`src/rtl/serial_word_rx.sv`:
```
// Serial frame receiver: start bit, N data bits MSB first, even parity, stop bit.
// A good frame is handed to a one-word valid/ready output buffer one clock after its stop bit.

module serial_word_rx #(
   parameter int unsigned N = 4
) (
   input  logic         clk,
   input  logic         rst,
   input  logic         en,
   input  logic         sin,
   output logic [N-1:0] dout,
   output logic         valid,
   input  logic         ready,
   output logic         par_err,
   output logic         frm_err,
   output logic         overrun,
   output logic         busy
);

   localparam int unsigned CntW = (N > 2) ? $clog2(N) : 1;
   localparam logic [CntW-1:0] CntLast = CntW'(N - 1);

   if (N < 2) begin : g_bad_width
      $error("serial_word_rx: N must be at least 2");
   end

   typedef enum logic [1:0] {StIdle, StData, StParity, StStop} state_e;

   state_e          st_q, st_d;
   logic [CntW-1:0] cnt_q, cnt_d;
   logic [N-1:0]    shift_q, shift_d;
   logic            par_q, par_d;
   logic            load_q, load_d;
   logic            frm_q, frm_d;
   logic [N-1:0]    dout_q, dout_d;
   logic            valid_q, valid_d;
   logic            perr_q, perr_d;
   logic            ovr_q, ovr_d;

   // Frame FSM: advances only on bit strobes.
   always_comb begin
      st_d    = st_q;
      cnt_d   = cnt_q;
      shift_d = shift_q;
      par_d   = par_q;
      load_d  = 1'b0;
      frm_d   = 1'b0;
      if (en) begin
         unique case (st_q)
            StIdle: begin
               if (!sin) begin
                  st_d  = StData;
                  cnt_d = '0;
               end
            end
            StData: begin
               shift_d = {shift_q[N-2:0], sin};
               if (cnt_q == CntLast) begin
                  st_d = StParity;
               end else begin
                  cnt_d = cnt_q + 1'b1;
               end
            end
            StParity: begin
               par_d = sin;
               st_d  = StStop;
            end
            StStop: begin
               st_d = StIdle;
               if (sin) begin
                  load_d = 1'b1;
               end else begin
                  frm_d = 1'b1;
               end
            end
            default: st_d = StIdle;
         endcase
      end
   end

   // Output buffer. shift_q/par_q are still intact on the load cycle: the earliest
   // next data bit is two strobes after the stop bit.
   always_comb begin
      dout_d  = dout_q;
      valid_d = valid_q;
      perr_d  = perr_q;
      ovr_d   = ovr_q;
      if (load_q) begin
         if (!valid_q || ready) begin
            dout_d  = shift_q;
            perr_d  = ^{shift_q, par_q};
            valid_d = 1'b1;
         end else begin
            ovr_d = 1'b1;
         end
      end else if (valid_q && ready) begin
         valid_d = 1'b0;
      end
   end

   always_ff @(posedge clk) begin
      if (!rst) begin
         st_q    <= StIdle;
         cnt_q   <= '0;
         shift_q <= '0;
         par_q   <= 1'b0;
         load_q  <= 1'b0;
         frm_q   <= 1'b0;
         dout_q  <= '0;
         valid_q <= 1'b0;
         perr_q  <= 1'b0;
         ovr_q   <= 1'b0;
      end else begin
         st_q    <= st_d;
         cnt_q   <= cnt_d;
         shift_q <= shift_d;
         par_q   <= par_d;
         load_q  <= load_d;
         frm_q   <= frm_d;
         dout_q  <= dout_d;
         valid_q <= valid_d;
         perr_q  <= perr_d;
         ovr_q   <= ovr_d;
      end
   end

   assign dout    = dout_q;
   assign valid   = valid_q;
   assign par_err = perr_q;
   assign frm_err = frm_q;
   assign overrun = ovr_q;
   assign busy    = (st_q != StIdle);

endmodule

```
`config.mk`:
```
export PLATFORM = sky130hd
export DESIGN_NAME = serial_word_rx
export DESIGN_NICKNAME = d
export VERILOG_FILES = /design/src/rtl/serial_word_rx.sv
export SDC_FILE = /design/constraint.sdc
export NUM_CORES = 1
export LEC_CHECK = 0
export ABC_AREA = 1
export CAP_MARGIN = 20
export CORE_MARGIN = 1.5
export CORE_UTILIZATION = 53
export CTS_BUF_LIST = sky130_fd_sc_hd__clkbuf_16
export CTS_CLUSTER_SIZE = 40
export DETAILED_ROUTE_END_ITERATION = 16
export PLACE_DENSITY = 0.8
export SLEW_MARGIN = 20
export SYNTH_ARGS = -nofsm -noshare
export SYNTH_HDL_FRONTEND = slang
export SYNTH_SLANG_ARGS = --single-unit
export TNS_END_PERCENT = 5
```
`constraint.sdc`:
```
create_clock -name clk -period 3.6 [get_ports clk]
set_clock_uncertainty 0.2 [all_clocks]
set_input_delay 0.72 -clock clk [delete_from_list [all_inputs] [get_ports clk]]
set_output_delay 0.72 -clock clk [all_outputs]
set_load 0.02 [all_outputs]
```
==> results of run 1 <==
-- metal layers --
layer	wire (um)	track usage	vias up
li1	-	-	378
met1	702	0.238	326
met2	834	0.372	23
met3	79	0.0435	6
met4	32	0.123	0
met5	0	0	-
-- final cells by class --
cell class	instances	area [um2]
Multi-Input combinational cell	70	379
Sequential cell	18	360
Fill cell	108	327
Timing Repair Buffer	13	130
Clock buffer	3	75.1
Inverter	15	56.3
Tap cell	15	18.8
Clock inverter	1	3.75
-- state kept, by name, summed over array words and instances, names as in the netlist --
register / flops
par_q: 1
valid: 1
load_q: 1
par_err: 1
cnt_q: 2
shift_q: 4
dout: 4
overrun: 1
st_q: 2
frm_err: 1
-- critical path: cells and delay by family, from the launching register on --
family	cells	cell delay, ns
adders and majority gates	1	0.22
buffers and inverters	3	0.75
DFF	1	0.37
-- report_power, final --
| part | internal (W) | switching, W | leakage, nW |
|---|---|---|---|
| combinational | 0.0000343 | 0.0000501 | 0.254 |
| sequential | 0.000212 | 0.0000111 | 0.146 |
| clock | 0.000147 | 0.0000703 | 0.0385 |
| total | 0.000393 | 0.000131 | 0.439 |
-- logic make-up (layout without fill, tap and decap cells) --
family,Yosys count,after routing,share of synthesized area
AO/OA/AOI/OAI,26,26,0.174
XOR/XNOR,2,2,0.0219
adder cells (fa/ha/maj),6,6,0.0939
flip-flops,18,18,0.451
AND/OR/NAND/NOR,36,36,0.185
buffers and inverters,16,32,0.0751
-- placed cells by master, fill, tap and decap left out, types with 2 or more instances in the layout --
cell type,count
a21oi_1,12
clkbuf_16,3
clkdlybuf4s50_1,13
dfxtp_1,18
ha_1,6
inv_1,14
nand2_1,19
nand3_1,8
nor2_1,7
nor3_1,2
o21ai_0,9
o21ai_1,2
-- through the flow --
stage	worst slack, ns	utilization	instances	hold WS, ns	power (W)
finish	1.09	0.758	135	0.266	0.000525
global route	1.05	0.758	135	0.303	0.000551
CTS	1.10	0.758	135	0.275	0.000528
detailed placement	1.36	0.700	131	0.254	0.000308
global placement	1.39	0.700	131	0.247	0.000305
floorplan	1.91	-	104	0.257	0.000283
-- path summary, 6_finish.rpt --
kind,from,depth (start not counted),to
max,st_q[0]$_SDFFE_PN0P_,4,busy
min,overrun$_SDFFE_PN0P_,2,overrun$_SDFFE_PN0P_
min reg2reg,overrun$_SDFFE_PN0P_,2,overrun$_SDFFE_PN0P_
max reg2reg,st_q[0]$_SDFFE_PN0P_,8,cnt_q[1]$_SDFFE_PN0P_
==> results.toml, run 1 <==
[floorplan]
die_area_um2 = 1750
io_pins = 14
start_util = 0.592
rows = 13
dieWidth_um = 41.8
die_h_um = 41.8
coreArea_um2 = 1350

[logic_synthesis]
ys_ff_latch = 18
synth_top_area_frac = 0.451
syn_nets = 115
ys_types = 17
syn_inst = 104
async_reset_ff_frac = 0
yosysWarningCount = 0
synth_top_cell_by_area = "dfxtp_1"
synth_edf_count = 0
avgSynthCellArea_um2 = 7.69
ys.flop_type = "dfxtp_1"
yosys-top-cells-count = "19 x nand2_1, 18 x dfxtp_1, 14 x inv_1"
synthesis.area_um2 = 800
synth_most_common_cell = "nand2_1"
synthTopCellsByArea = "dfxtp_1 45%, ha_1 9.4%, nand2_1 8.9%"
yosysSeqAreaShare = 0.451

[sta]
setup_viol = 0
hold_viol = 0
drv_slew = 0
tns_ns = 0
fin_crit_sh = 0.696
fmax_mhz = 399
relSlewSlack = 0.740
period_needed_ns = 2.51
worst_pin_slew_ns = 0.389
rsz0062_at_grt = "no"

[clock_tree]
htree_levels = 1
cts_buffer_depth = 2
hold_buffers = 0
numCtsBuffers = 3
cts.clk_slew.worst_paths_ns = 0.05
cts_tree = "done"
root_buffer = "clkbuf_16"
clock_latency_ns = 0.24
cts-resized-gates = 0
post_cts_buffers = 0
cts.sinks = 18

[critical_path]
slowest_stage = "clkdlybuf4s50_1"
worstPathMaxFanout = 4
cp-start-kind = "register"
ff2ff_setup_slack_ns = 2.01
cp.arrival_ns = 1.59
end_kind = "output port"
path_class = "register to output port"
cp.required_ns = 2.68
crit_chain = "inv_1, ha_1, inv_1, clkdlybuf4s50_1"
path_common_cell = "inv_1"
crit_path_max_incr_delay_ns = 0.59

[run_status]
outcome = "finished, final reports clean"

[detailed_routing]
vias_per_cell = 5.43
route.detailed.drc = 0
drt.antenna.violating_nets = 0
vias = 733
drtIter0Drc = 25
wl_per_cell_um = 12.2
postRouteWirelength_um = 1650
firstDrtPassIters = 5

[place]
port_buffers = 13
dp_hpwl_um = 1130
place.gp.congestion = 0.806
placed_area_um2 = 945

[cells_and_area]
final_nets = 132
area_growth_pct = 28.0
diodes = 0
stdcell_area_um2 = 1020
drive_gt1_frac = 0.0417

[global_route]
grt_usage = 0.213
globalRouteOverflowTotal = 0
grt_pass1_wl_um = 2890
grt_pass1_vias = 720
grt_max_degree = 13
antenna_found_initial = 0

[pwr]
power_density_nw_per_um2 = 513
p_leak_nw = 0.439
vdd_drop_max_mv = 0.288

[hold_path]
hold_class = "register to register"

[flow_run]
cap_violations = 0
Note: power is estimated with default switching activity, not from simulation.
==> inputs of run 2 (changes only) <==
CORE_UTILIZATION = 49   (was 53)
PLACE_DENSITY = 0.75   (was 0.8)
clock period = 2.36 ns   (was 3.6 ns; I/O delays follow)
==> results.toml, run 2 (synthesized netlist as in run 1, its figures left out) <==
[run_status]
outcome = "finished, final reports clean"

[sta]
drv_slew = 0
worst_pin_slew_ns = 0.251
fin_crit_sh = 0.959
rsz0062_at_grt = "no"
setup_viol = 0
period_needed_ns = 2.26
fmax_mhz = 442
relSlewSlack = 0.832
hold_viol = 0
tns_ns = 0
hold_ws_ns = 0.269

[pwr]
vdd_drop_max_mv = 0.482
power_density_nw_per_um2 = 775
fin_total_pwr_w = 0.000797
p_leak_nw = 0.442

[detailed_routing]
wl_per_cell_um = 11.6
vias_per_cell = 5.09
firstDrtPassIters = 5
route.detailed.drc = 0
drtIter0Drc = 14
postRouteWirelength_um = 1580
drt.antenna.violating_nets = 0
vias = 692

[clock_tree]
htree_levels = 1
post_cts_buffers = 0
cts.clk_slew.worst_paths_ns = 0.05
cts.sinks = 18
cts_buffer_depth = 2
root_buffer = "clkbuf_16"
cts_tree = "done"
numCtsBuffers = 3
clock_latency_ns = 0.25
hold_buffers = 0
cts-resized-gates = 0

[floorplan]
coreArea_um2 = 1520
rows = 14
die_h_um = 43.4
start_util = 0.525
io_pins = 14
dieWidth_um = 43.4
die_area_um2 = 1880

[critical_path]
reg2reg_to = "cnt_q[1]$_SDFFE_PN0P_"
cp.required_ns = 1.69
cp.arrival_ns = 1.59
r2r-start = "st_q[0]$_SDFFE_PN0P_"
worstPathMaxFanout = 4
ff2ff_setup_slack_ns = 0.76
cp-start-kind = "register"
path_class = "register to output port"
reg2regPathDepth = 8
end_kind = "output port"

[place]
dp_hpwl_um = 1150
port_buffers = 13
placed_area_um2 = 953
place.gp.congestion = 0.812
numPlacedInstances = 133

[cells_and_area]
final_cell_mix = "19 x nand2_1, 18 x dfxtp_1, 14 x inv_1, 13 x clkdlybuf4s50_1, 12 x a21oi_1"
diodes = 0
final_common_cell = "nand2_1"
drive_gt1_frac = 0.0500
final_nets = 133
stdcell_count = 136
area_growth_pct = 28.6
stdcell_area_um2 = 1030

[flow_run]
cap_violations = 0

[global_route]
grt_usage = 0.193
grt_max_degree = 12
grt_pass1_wl_um = 2640
use_met1 = 0.253
antenna_found_initial = 0
use_met3 = 0.0375
globalRouteOverflowTotal = 0
grt_pass1_vias = 607
gr-max-usage-layer = "met2"
grtUsageMet2 = 0.296

[hold_path]
hold_class = "register to register"
min_to = "overrun$_SDFFE_PN0P_"
hp-start = "overrun$_SDFFE_PN0P_"
hold_depth = 2
==> run 2: final cells by class <==
type | count | area [um2]
Fill cell | 121 | 495
Multi-Input combinational cell | 70 | 379
Sequential cell | 18 | 360
Timing Repair Buffer | 14 | 138
Clock buffer | 3 | 75.1
Inverter | 15 | 56.3
Tap cell | 16 | 20.0
==> run 2: per-layer routing <==
metal	wire [um]	vias to the layer above
li1	-	370
met1	761	303
met2	733	15
met3	41	4
met4	38	0
met5	0	-
==> run 2: stage by stage <==
| step | worst slack (ns) | utilization |
|---|---|---|
| after global placement | 0.401 | 0.626 |
| after floorplan | 0.917 | - |
| final | 0.0968 | 0.675 |
| after CTS | 0.0912 | 0.675 |
| after global routing | 0.0221 | 0.675 |
| after detailed placement | 0.366 | 0.626 |
==> run 2: worst max path at each step <==
stage / startpoint / to / slack (ns) / cells after the start
6_report: st_q[0]$_SDFFE_PN0P_ / busy / 0.1 / 4
5_1_grt: st_q[0]$_SDFFE_PN0P_ / busy / 0.02 / 4
4_1_cts: st_q[0]$_SDFFE_PN0P_ / busy / 0.09 / 4
3_5_place_dp: st_q[0]$_SDFFE_PN0P_ / busy / 0.37 / 4
3_3_place_gp: st_q[0]$_SDFFE_PN0P_ / busy / 0.40 / 4
2_1_floorplan: st_q[0]$_SDFFE_PN0P_ / busy / 0.92 / 3
==> run 2: report_power, final <==
part           switching [W]  total [W]  internal [W]
clock network       0.000107   0.000329      0.000223
logic              0.0000748   0.000129     0.0000540
registers          0.0000161   0.000339      0.000323
total               0.000198   0.000797      0.000599
==> run 2: critical path, cell delays in order, from the launching register on <==
cell and delay (ns):
dfxtp_1 0.38, inv_1 0.10, ha_1 0.22, inv_1 0.06, clkdlybuf4s50_1 0.59
==> inputs of run 3 (changes only) <==
PLACE_DENSITY = not set   (was 0.75)
PLACE_DENSITY_LB_ADDON = 0.08   (was not set)
==> results.toml, run 3 (synthesized netlist as in run 1, its figures left out) <==
[run_status]
outcome = "finished, final reports clean"

[critical_path]
cp.required_ns = 1.69
worstPathMaxFanout = 4
cp-start-kind = "register"
path_class = "register to output port"
cp.arrival_ns = 1.59
end_kind = "output port"

[floorplan]
coreArea_um2 = 1520
die_h_um = 43.4
die_area_um2 = 1880
start_util = 0.525
rows = 14
dieWidth_um = 43.4
io_pins = 14

[cells_and_area]
stdcell_count = 136
register_area_um2 = 360
final_nets = 133
nFillCells = 131
diodes = 0
multi_input_comb_area_um2 = 379
area_growth_pct = 28.6
drive_gt1_frac = 0.0500
final_cell_mix = "19 x nand2_1, 18 x dfxtp_1, 14 x inv_1, 13 x clkdlybuf4s50_1, 12 x a21oi_1"
final_common_cell = "nand2_1"
stdcell_area_um2 = 1030

[detailed_routing]
vias_per_cell = 5.14
drtIter0Drc = 18
vias = 699
drt.antenna.violating_nets = 0
wl_per_cell_um = 10.9
postRouteWirelength_um = 1480
firstDrtPassIters = 4
route.detailed.drc = 0

[pwr]
p_sw_w = 0.000194
vdd_drop_max_mv = 0.414
power_density_nw_per_um2 = 771
p_int_w = 0.000598
p_seq_frac = 0.426
p_clk_frac = 0.413
swShare = 0.245
pwr-share-comb = 0.160
p_leak_nw = 0.442

[global_route]
grt_usage = 0.182
globalRouteOverflowTotal = 0
grt_pass1_wl_um = 2570
grt_pass1_vias = 639
antenna_found_initial = 0
grt_max_degree = 12

[clock_tree]
cts.clk_slew.worst_paths_ns = 0.05
cts_buffer_depth = 2
post_cts_buffers = 0
root_buffer = "clkbuf_16"
htree_levels = 1
cts_tree = "done"
cts-resized-gates = 0
clock_latency_ns = 0.24
numCtsBuffers = 3
cts.sinks = 18
hold_buffers = 0

[sta]
fmax_mhz = 443
period_needed_ns = 2.26
hold_ws_ns = 0.248
fin_crit_sh = 0.956
setup_ws_ns = 0.103
rsz0062_at_grt = "no"
relSlewSlack = 0.841
setup_viol = 0
worst_pin_slew_ns = 0.238
hold_viol = 0
tns_ns = 0
drv_slew = 0

[place]
place.gp.congestion = 0.873
pre_cts_ws_ns = 0.360
port_buffers = 13
placed_area_um2 = 953
dp_hpwl_um = 1100
numPlacedInstances = 133

[flow_run]
cap_violations = 0

[hold_path]
hold_class = "register to register"
run 3: cell counts in the layout (fill, tap and decap cells not counted):
Identical to the previous run, type by type.
run 3: per-stage QoR:
step,utilization,total power (W)
after floorplan,-,0.000432
after global placement,0.626,0.000467
after detailed placement,0.626,0.000471
after CTS,0.675,0.000799
after global routing,0.675,0.000830
final,0.675,0.000793
run 3: layer usage:
| layer | wire length [um] | track usage | vias to the layer above |
|---|---|---|---|
| met4 | 9 | 0.0970 | 0 |
| met5 | 0 | 0 | - |
| met2 | 701 | 0.293 | 21 |
| li1 | - | - | 374 |
| met3 | 62 | 0.0417 | 2 |
| met1 | 707 | 0.225 | 302 |
run 3: cell type report:
type / count / share of cell area
Clock buffer: 3 / 0.0730
Inverter: 15 / 0.0547
Multi-Input combinational cell: 70 / 0.369
Sequential cell: 18 / 0.350
Tap cell: 16 / 0.0195
Timing Repair Buffer: 14 / 0.134
run 3: path summary, 6_finish.rpt:
check                            start                     to  slack, ns  depth (start not counted)
setup / recovery  st_q[0]$_SDFFE_PN0P_                   busy       0.10                          4
hold / removal    overrun$_SDFFE_PN0P_   overrun$_SDFFE_PN0P_       0.25                          2
setup reg to reg  st_q[0]$_SDFFE_PN0P_  cnt_q[1]$_SDFFE_PN0P_       0.80                          8
hold reg to reg   overrun$_SDFFE_PN0P_   overrun$_SDFFE_PN0P_       0.25                          2
run 3: critical path: stages (launching register included):
cell and delay [ns]:
dfxtp_1 0.38, inv_1 0.10, ha_1 0.22, inv_1 0.05, clkdlybuf4s50_1 0.59
run 3: power by group through the flow:
| stage | sequential (W) | combinational [W] | clock (W) |
|---|---|---|---|
| final | 0.000338 | 0.000127 | 0.000328 |
| after global routing | 0.000339 | 0.000147 | 0.000343 |
| after CTS | 0.000338 | 0.000127 | 0.000334 |
| after detailed placement | 0.000344 | 0.000127 | 0 |
| after global placement | 0.000343 | 0.000124 | 0 |
| after floorplan | 0.000342 | 0.0000899 | 0 |
